==> config.mk <==
export PLATFORM = sky130hd
export DESIGN_NAME = gb_capture_ctrl
export DESIGN_NICKNAME = d
export VERILOG_FILES = /design/src/rtl/gb_capture_ctrl_pkg.sv /design/src/rtl/gb_capture_ctrl_sync_edge.sv /design/src/rtl/gb_capture_ctrl.sv
export SDC_FILE = /design/constraint.sdc
export NUM_CORES = 1
export LEC_CHECK = 0
export BUFFER_PORTS_ARGS = -buffer_cell sky130_fd_sc_hd__buf_2
export CAP_MARGIN = 20
export CORE_ASPECT_RATIO = 0.9
export CORE_MARGIN = 5
export CORE_UTILIZATION = 55
export CTS_CLUSTER_DIAMETER = 80
export DETAILED_ROUTE_END_ITERATION = 7
export PLACE_DENSITY = 0.85
export SLEW_MARGIN = 30
export SYNTH_ARGS = -nofsm -noshare
export SYNTH_HDL_FRONTEND = slang
export SYNTH_SLANG_ARGS = --single-unit
==> constraint.sdc <==
create_clock -name clk -period 3.4 [get_ports clk]
set_input_delay 0.17 -clock clk [delete_from_list [all_inputs] [get_ports clk]]
set_output_delay 0.17 -clock clk [all_outputs]
set_load 0.005 [all_outputs]
==> src/rtl/gb_capture_ctrl_pkg.sv <==
// Shared definitions for the Game Boy LCD capture controller.
//   cap_state_t  : capture FSM states
//   H_PIX_DEF    : default captured pixels per line
//   V_LINES_DEF  : default captured lines per frame
//   FB_ADDR_W    : framebuffer address width
package gb_capture_ctrl_pkg;

  typedef enum logic [1:0] {
    WAIT_FRAME,
    CAPTURE,
    HOLD
  } cap_state_t;

  localparam int unsigned H_PIX_DEF   = 160;
  localparam int unsigned V_LINES_DEF = 144;
  localparam int unsigned FB_ADDR_W   = 15;

endpackage

==> src/rtl/gb_capture_ctrl_sync_edge.sv <==
// sync_edge: multi-flop synchronizer for an asynchronous input bus, with a
// rising-edge pulse derived from bit 0 of the synchronized value.
//   clk, rst : clock, synchronous active-high reset
//   d        : asynchronous input (W bits)
//   q        : synchronized value after STAGES flops
//   rise     : one-cycle pulse when q[0] goes 0 -> 1
module sync_edge #(
  parameter int unsigned W      = 1,
  parameter int unsigned STAGES = 2
) (
  input  logic         clk,
  input  logic         rst,
  input  logic [W-1:0] d,
  output logic [W-1:0] q,
  output logic         rise
);

  logic [W-1:0] sr [STAGES];
  logic         q0_d;

  always_ff @(posedge clk) begin
    if (rst) begin
      for (int unsigned i = 0; i < STAGES; i++) sr[i] <= '0;
      q0_d <= 1'b0;
    end else begin
      sr[0] <= d;
      for (int unsigned i = 1; i < STAGES; i++) sr[i] <= sr[i-1];
      q0_d <= sr[STAGES-1][0];
    end
  end

  assign q    = sr[STAGES-1];
  assign rise = sr[STAGES-1][0] & ~q0_d;

endmodule

==> src/rtl/gb_capture_ctrl.sv <==
// gb_capture_ctrl: captures the Game Boy LCD pixel stream into a framebuffer.
//   clk, rst          : system clock, synchronous active-high reset
//   di, clki          : async LCD pixel data / pixel clock
//   hsynci, vsynci    : async LCD line / frame sync
//   vga_vsync         : display vsync (clk domain), used for bank swapping
//   wr_en/addr/data   : registered framebuffer write port
//   wr_bank, rd_bank  : capture / display bank select
//   frame_done        : one-cycle pulse with the final pixel write of a frame
//   sync_err          : sticky malformed-timing flag, cleared only by rst
// Build option: DOUBLE_BUFFER_EN enables bank swapping on vga_vsync;
// otherwise both bank selects are tied to 0.
module gb_capture_ctrl
  import gb_capture_ctrl_pkg::*;
#(
  parameter int unsigned H_PIX       = H_PIX_DEF,
  parameter int unsigned V_LINES     = V_LINES_DEF,
  parameter int unsigned SYNC_STAGES = 2
) (
  input  logic                 clk,
  input  logic                 rst,
  input  logic [1:0]           di,
  input  logic                 clki,
  input  logic                 hsynci,
  input  logic                 vsynci,
  input  logic                 vga_vsync,
  output logic                 wr_en,
  output logic [FB_ADDR_W-1:0] wr_addr,
  output logic [1:0]           wr_data,
  output logic                 wr_bank,
  output logic                 rd_bank,
  output logic                 frame_done,
  output logic                 sync_err
);

  localparam int unsigned X_W = $clog2(H_PIX + 1);
  localparam int unsigned Y_W = $clog2(V_LINES + 1);

  logic [1:0] di_s;
  logic       ck_rise, hs_rise, vs_rise;
  logic       di_rise_unused, ck_lvl_unused, hs_lvl_unused, vs_lvl_unused;

  sync_edge #(.W(2), .STAGES(SYNC_STAGES)) u_sync_di (
    .clk(clk), .rst(rst), .d(di), .q(di_s), .rise(di_rise_unused));
  sync_edge #(.W(1), .STAGES(SYNC_STAGES)) u_sync_ck (
    .clk(clk), .rst(rst), .d(clki), .q(ck_lvl_unused), .rise(ck_rise));
  sync_edge #(.W(1), .STAGES(SYNC_STAGES)) u_sync_hs (
    .clk(clk), .rst(rst), .d(hsynci), .q(hs_lvl_unused), .rise(hs_rise));
  sync_edge #(.W(1), .STAGES(SYNC_STAGES)) u_sync_vs (
    .clk(clk), .rst(rst), .d(vsynci), .q(vs_lvl_unused), .rise(vs_rise));

  cap_state_t           state, state_n, cstate;
  logic [X_W-1:0]       x, x_n, cx;
  logic [Y_W-1:0]       y, y_n, cy;
  logic [FB_ADDR_W-1:0] base, base_n, cbase;
  logic                 wr_en_n, fd_n, err_n;
  logic [FB_ADDR_W-1:0] wr_addr_n;
  logic [1:0]           wr_data_n;

  always_ff @(posedge clk) begin
    if (rst) begin
      state      <= WAIT_FRAME;
      x          <= '0;
      y          <= '0;
      base       <= '0;
      wr_en      <= 1'b0;
      wr_addr    <= '0;
      wr_data    <= '0;
      frame_done <= 1'b0;
      sync_err   <= 1'b0;
    end else begin
      state      <= state_n;
      x          <= x_n;
      y          <= y_n;
      base       <= base_n;
      wr_en      <= wr_en_n;
      wr_addr    <= wr_addr_n;
      wr_data    <= wr_data_n;
      frame_done <= fd_n;
      sync_err   <= err_n;
    end
  end

  // vsync is applied first to a working copy (cstate/cx/cy/cbase), and the
  // pixel/line handling then runs on that copy, so a coincident vsync and
  // clki rise restarts the frame and writes pixel (0,0) in one step.
  always_comb begin
    wr_en_n   = 1'b0;
    wr_addr_n = wr_addr;
    wr_data_n = wr_data;
    fd_n      = 1'b0;
    err_n     = sync_err;
    cstate    = state;
    cx        = x;
    cy        = y;
    cbase     = base;

    if (vs_rise) begin
      if (state == CAPTURE) err_n = 1'b1;
      cstate = CAPTURE;
      cx     = '0;
      cy     = '0;
      cbase  = '0;
    end

    state_n = cstate;
    x_n     = cx;
    y_n     = cy;
    base_n  = cbase;

    if (cstate == CAPTURE) begin
      if (ck_rise) begin
        if (cx < X_W'(H_PIX) && cy < Y_W'(V_LINES)) begin
          wr_en_n   = 1'b1;
          wr_addr_n = cbase + FB_ADDR_W'(cx);
          wr_data_n = di_s;
          x_n       = cx + 1'b1;
          if (cx == X_W'(H_PIX - 1) && cy == Y_W'(V_LINES - 1)) begin
            fd_n    = 1'b1;
            state_n = HOLD;
          end
        end else begin
          err_n = 1'b1;
        end
      end
      // An hsync at x==0 marks no completed line (e.g. the one that comes
      // with vsync), so it does not advance y.
      if (hs_rise && cx != '0 && cy < Y_W'(V_LINES)) begin
        x_n    = '0;
        y_n    = cy + 1'b1;
        base_n = cbase + FB_ADDR_W'(H_PIX);
      end
    end
  end

`ifdef DOUBLE_BUFFER_EN
  logic vga_d, vga_rise, swap_req;

  assign vga_rise = vga_vsync & ~vga_d;

  // The registered frame_done counts as pending so that a vga_vsync rise in
  // the same cycle swaps immediately.
  always_ff @(posedge clk) begin
    if (rst) begin
      vga_d    <= 1'b0;
      swap_req <= 1'b0;
      wr_bank  <= 1'b1;
      rd_bank  <= 1'b0;
    end else begin
      vga_d <= vga_vsync;
      if (vga_rise && (swap_req || frame_done)) begin
        rd_bank  <= wr_bank;
        wr_bank  <= ~wr_bank;
        swap_req <= 1'b0;
      end else if (frame_done) begin
        swap_req <= 1'b1;
      end
    end
  end
`else
  logic vga_vsync_unused;

  assign vga_vsync_unused = vga_vsync;
  assign wr_bank          = 1'b0;
  assign rd_bank          = 1'b0;
`endif

endmodule

==> flow_summary.yaml <==
status:
  outcome: "finished, final reports clean"
logic_synthesis:
  yosys.area.top_type: "dfxtp_1"
  yosys_warnings: 0
  synth-edff-count: 0
  ys_types: 58
  synth_area_per_cell_um2: 8.13
  async_flop_share: 0
  ys.flop_type: "dfxtp_1"
  synth_common_cells: "dfxtp_1, nand2_1, nor2_1"
  synth_area_leaders: "dfxtp_1, nand2_1, nor2_1"
  syn_area_um2: 3320
  syn_inst: 408
  ys_seq_elements: 66
  synth-seq-area-share: 0.398
  synth_top_area_frac: 0.398
  yosysMostFrequentCell: "dfxtp_1"
worst_setup_path:
  r2r_slack_ns: 0.71
  cpMaxStageDelayCell: "a211oi_4"
  slowest_delay_ns: 0.39
  critPathTopFamily: "compound AO/OA/AOI/OAI gates"
  crit_type: "reg -> reg"
  cp.arrival_ns: 2.94
  worstPathMaxFanout: 28
  cp-end-kind: "register"
  start_kind: "register"
  path_cells: "nand2b_1, buf_4, and3_1, ha_1, o2111ai_1, a211oi_4, o21bai_1, or3_1, a311oi_1"
  worst_ep_required_time_ns: 3.65
  cp_num_buf_inv: 1
die:
  die_area_um2: 7690
  die_y_um: 83.7
  start_util: 0.576
  coreArea_um2: 5760
  num_io_pins: 30
  num_rows: 26
  chipWidth_um: 91.9
detailed_routing:
  vias_per_cell: 5.73
  drc: 0
  ant_nets: 0
  drtIter0Drc: 175
  first_pass_iters: 4
  wl_um: 7120
  dr_total_vias: 2836
  routedWlPerCell_um: 14.4
timing:
  fin_tns_setup_ns: 0
  layout_min_cycle_time_ns: 2.69
  tightest_slew_ns: 0.881
  setup_viol: 0
  relSlewSlack: 0.412
  rsz0062_at_grt: "no"
  drv_slew: 0
  hold_ws_ns: 0.0357
  post-route-period-util: 0.790
  fmax_ghz: 0.372
  skew_ns: 0.00880
  hold_viol_final: 0
grt:
  antenna_found_initial: 0
  grt_usage: 0.198
  grt_pass1_wl_um: 12500
  grt_max_degree: 53
  grt_pass1_vias: 2731
  overflow: 0
place:
  gp_congestion: 0.868
  hpwl_um: 4920
  portBuffers: 26
  placedInstanceArea_um2: 3440
clock_tree:
  clock_latency_ns: 0.35
  cts_tree: "built"
  cts_hold_repair.buffers: 0
  cts-root-buf: "clkbuf_8"
  clock-sinks: 66
  postCtsSetupBuffers: 0
  h-tree-depth: 3
  numCtsBuffers: 9
  clkTransAtPathRegs_ns: 0.07
  cts_resized: 0
  clockBufferDepth: 2
finish:
  design_area_um2: 3640
  n_antenna_cell: 0
  postLayoutCoreUtil: 0.632
  final_net_count: 434
  syn_to_final_growth_pct: 9.62
  drive_gt1_frac: 0.125
power_and_ir_drop:
  powerDensity_nw_per_um2: 409
  total_power_mw: 1.49
  leakage_nw: 1.44
  ir_drop_uv: 248
worst_hold_path:
  hold_class: "in -> reg"
job:
  cap_viol_max_count: 0
through the flow:
step	cells	setup slack (ns)
6_report	495	0.714
5_1_grt	495	0.506
4_1_cts	495	0.736
3_5_place_dp	479	0.751
3_3_place_gp	479	0.805
2_1_floorplan	409	0.330
power breakdown:
part | switching (mW) | leakage (nW) | internal [mW]
Clock | 0.291 | 0.0966 | 0.359
Combinational | 0.0376 | 0.807 | 0.0164
Sequential | 0.00342 | 0.534 | 0.782
logic make-up (layout without fill, tap and decap cells):
family,after synthesis,in the layout,synth area share
XOR/XNOR,24,24,0.0633
AND/OR/NAND/NOR,184,184,0.281
adder cells (fa/ha/maj),7,7,0.0260
multiplexers,4,4,0.0121
flip-flops,66,66,0.398
buffers and inverters,37,53,0.0468
other,1,2,0.00113
AO/OA/AOI/OAI,85,85,0.171
final timing paths:
path / start / end / cells past startpoint
hold / removal: di[0] / u_sync_di.sr[0][0] / 2
hold reg to reg: u_sync_di.sr[0][0] / u_sync_di.sr[1][0] / 1
setup reg to reg: u_sync_vs.q0_d / wr_addr[12] / 9
setup / recovery: u_sync_vs.q0_d / wr_addr[12] / 9
cell usage in the layout, fill, tap and decap left out, types with 3 or more instances in the layout:
master and instances:
buf_2 26, a311oi_1 3, nand4_1 4, clkbuf_8 10
nor3b_1 3, dfxtp_1 66, nand2_1 44, nand2b_1 5
inv_1 7, nand3_1 16, and3_1 8, xor2_1 12
nor4_1 5, a211oi_1 3, a22oi_1 4, buf_4 4
a21oi_1 32, or3_1 6, nor2b_1 14, ha_1 6
mux2i_1 4, nand3b_1 3, nor3_1 8, xnor2_1 12
o211ai_1 6, and2_1 16, nor2_1 43, o21ai_0 15
routing by layer:
layer	GRT usage	vias to the layer above	part of all wire
met4	0.0810	0	0.011
met1	0.249	1305	0.44
li1	-	1442	-
met2	0.319	82	0.48
met3	0.0568	7	0.067
met5	0	-	0
flip-flops by register name, indices dropped and copies added, names as in the netlist:
name,cells
frame_done,1
x,8
u_sync_vs.q0_d,1
u_sync_hs.sr,2
wr_data,2
state,2
u_sync_ck.q0_d,1
wr_addr,15
u_sync_di.sr,4
u_sync_ck.sr,2
y,8
sync_err,1
wr_en,1
base,15
u_sync_vs.sr,2
u_sync_hs.q0_d,1
final cells by class:
cell class	count	area, µm²
fillers	497	2120
flip-flops and latches	66	1320
well taps	70	87.6
inverters	7	26.3
clock buffers	12	145
repair buffers	30	160
clock inverters	4	51.3
multi-input cells	306	1850
(Power assumes the default switching activity.)
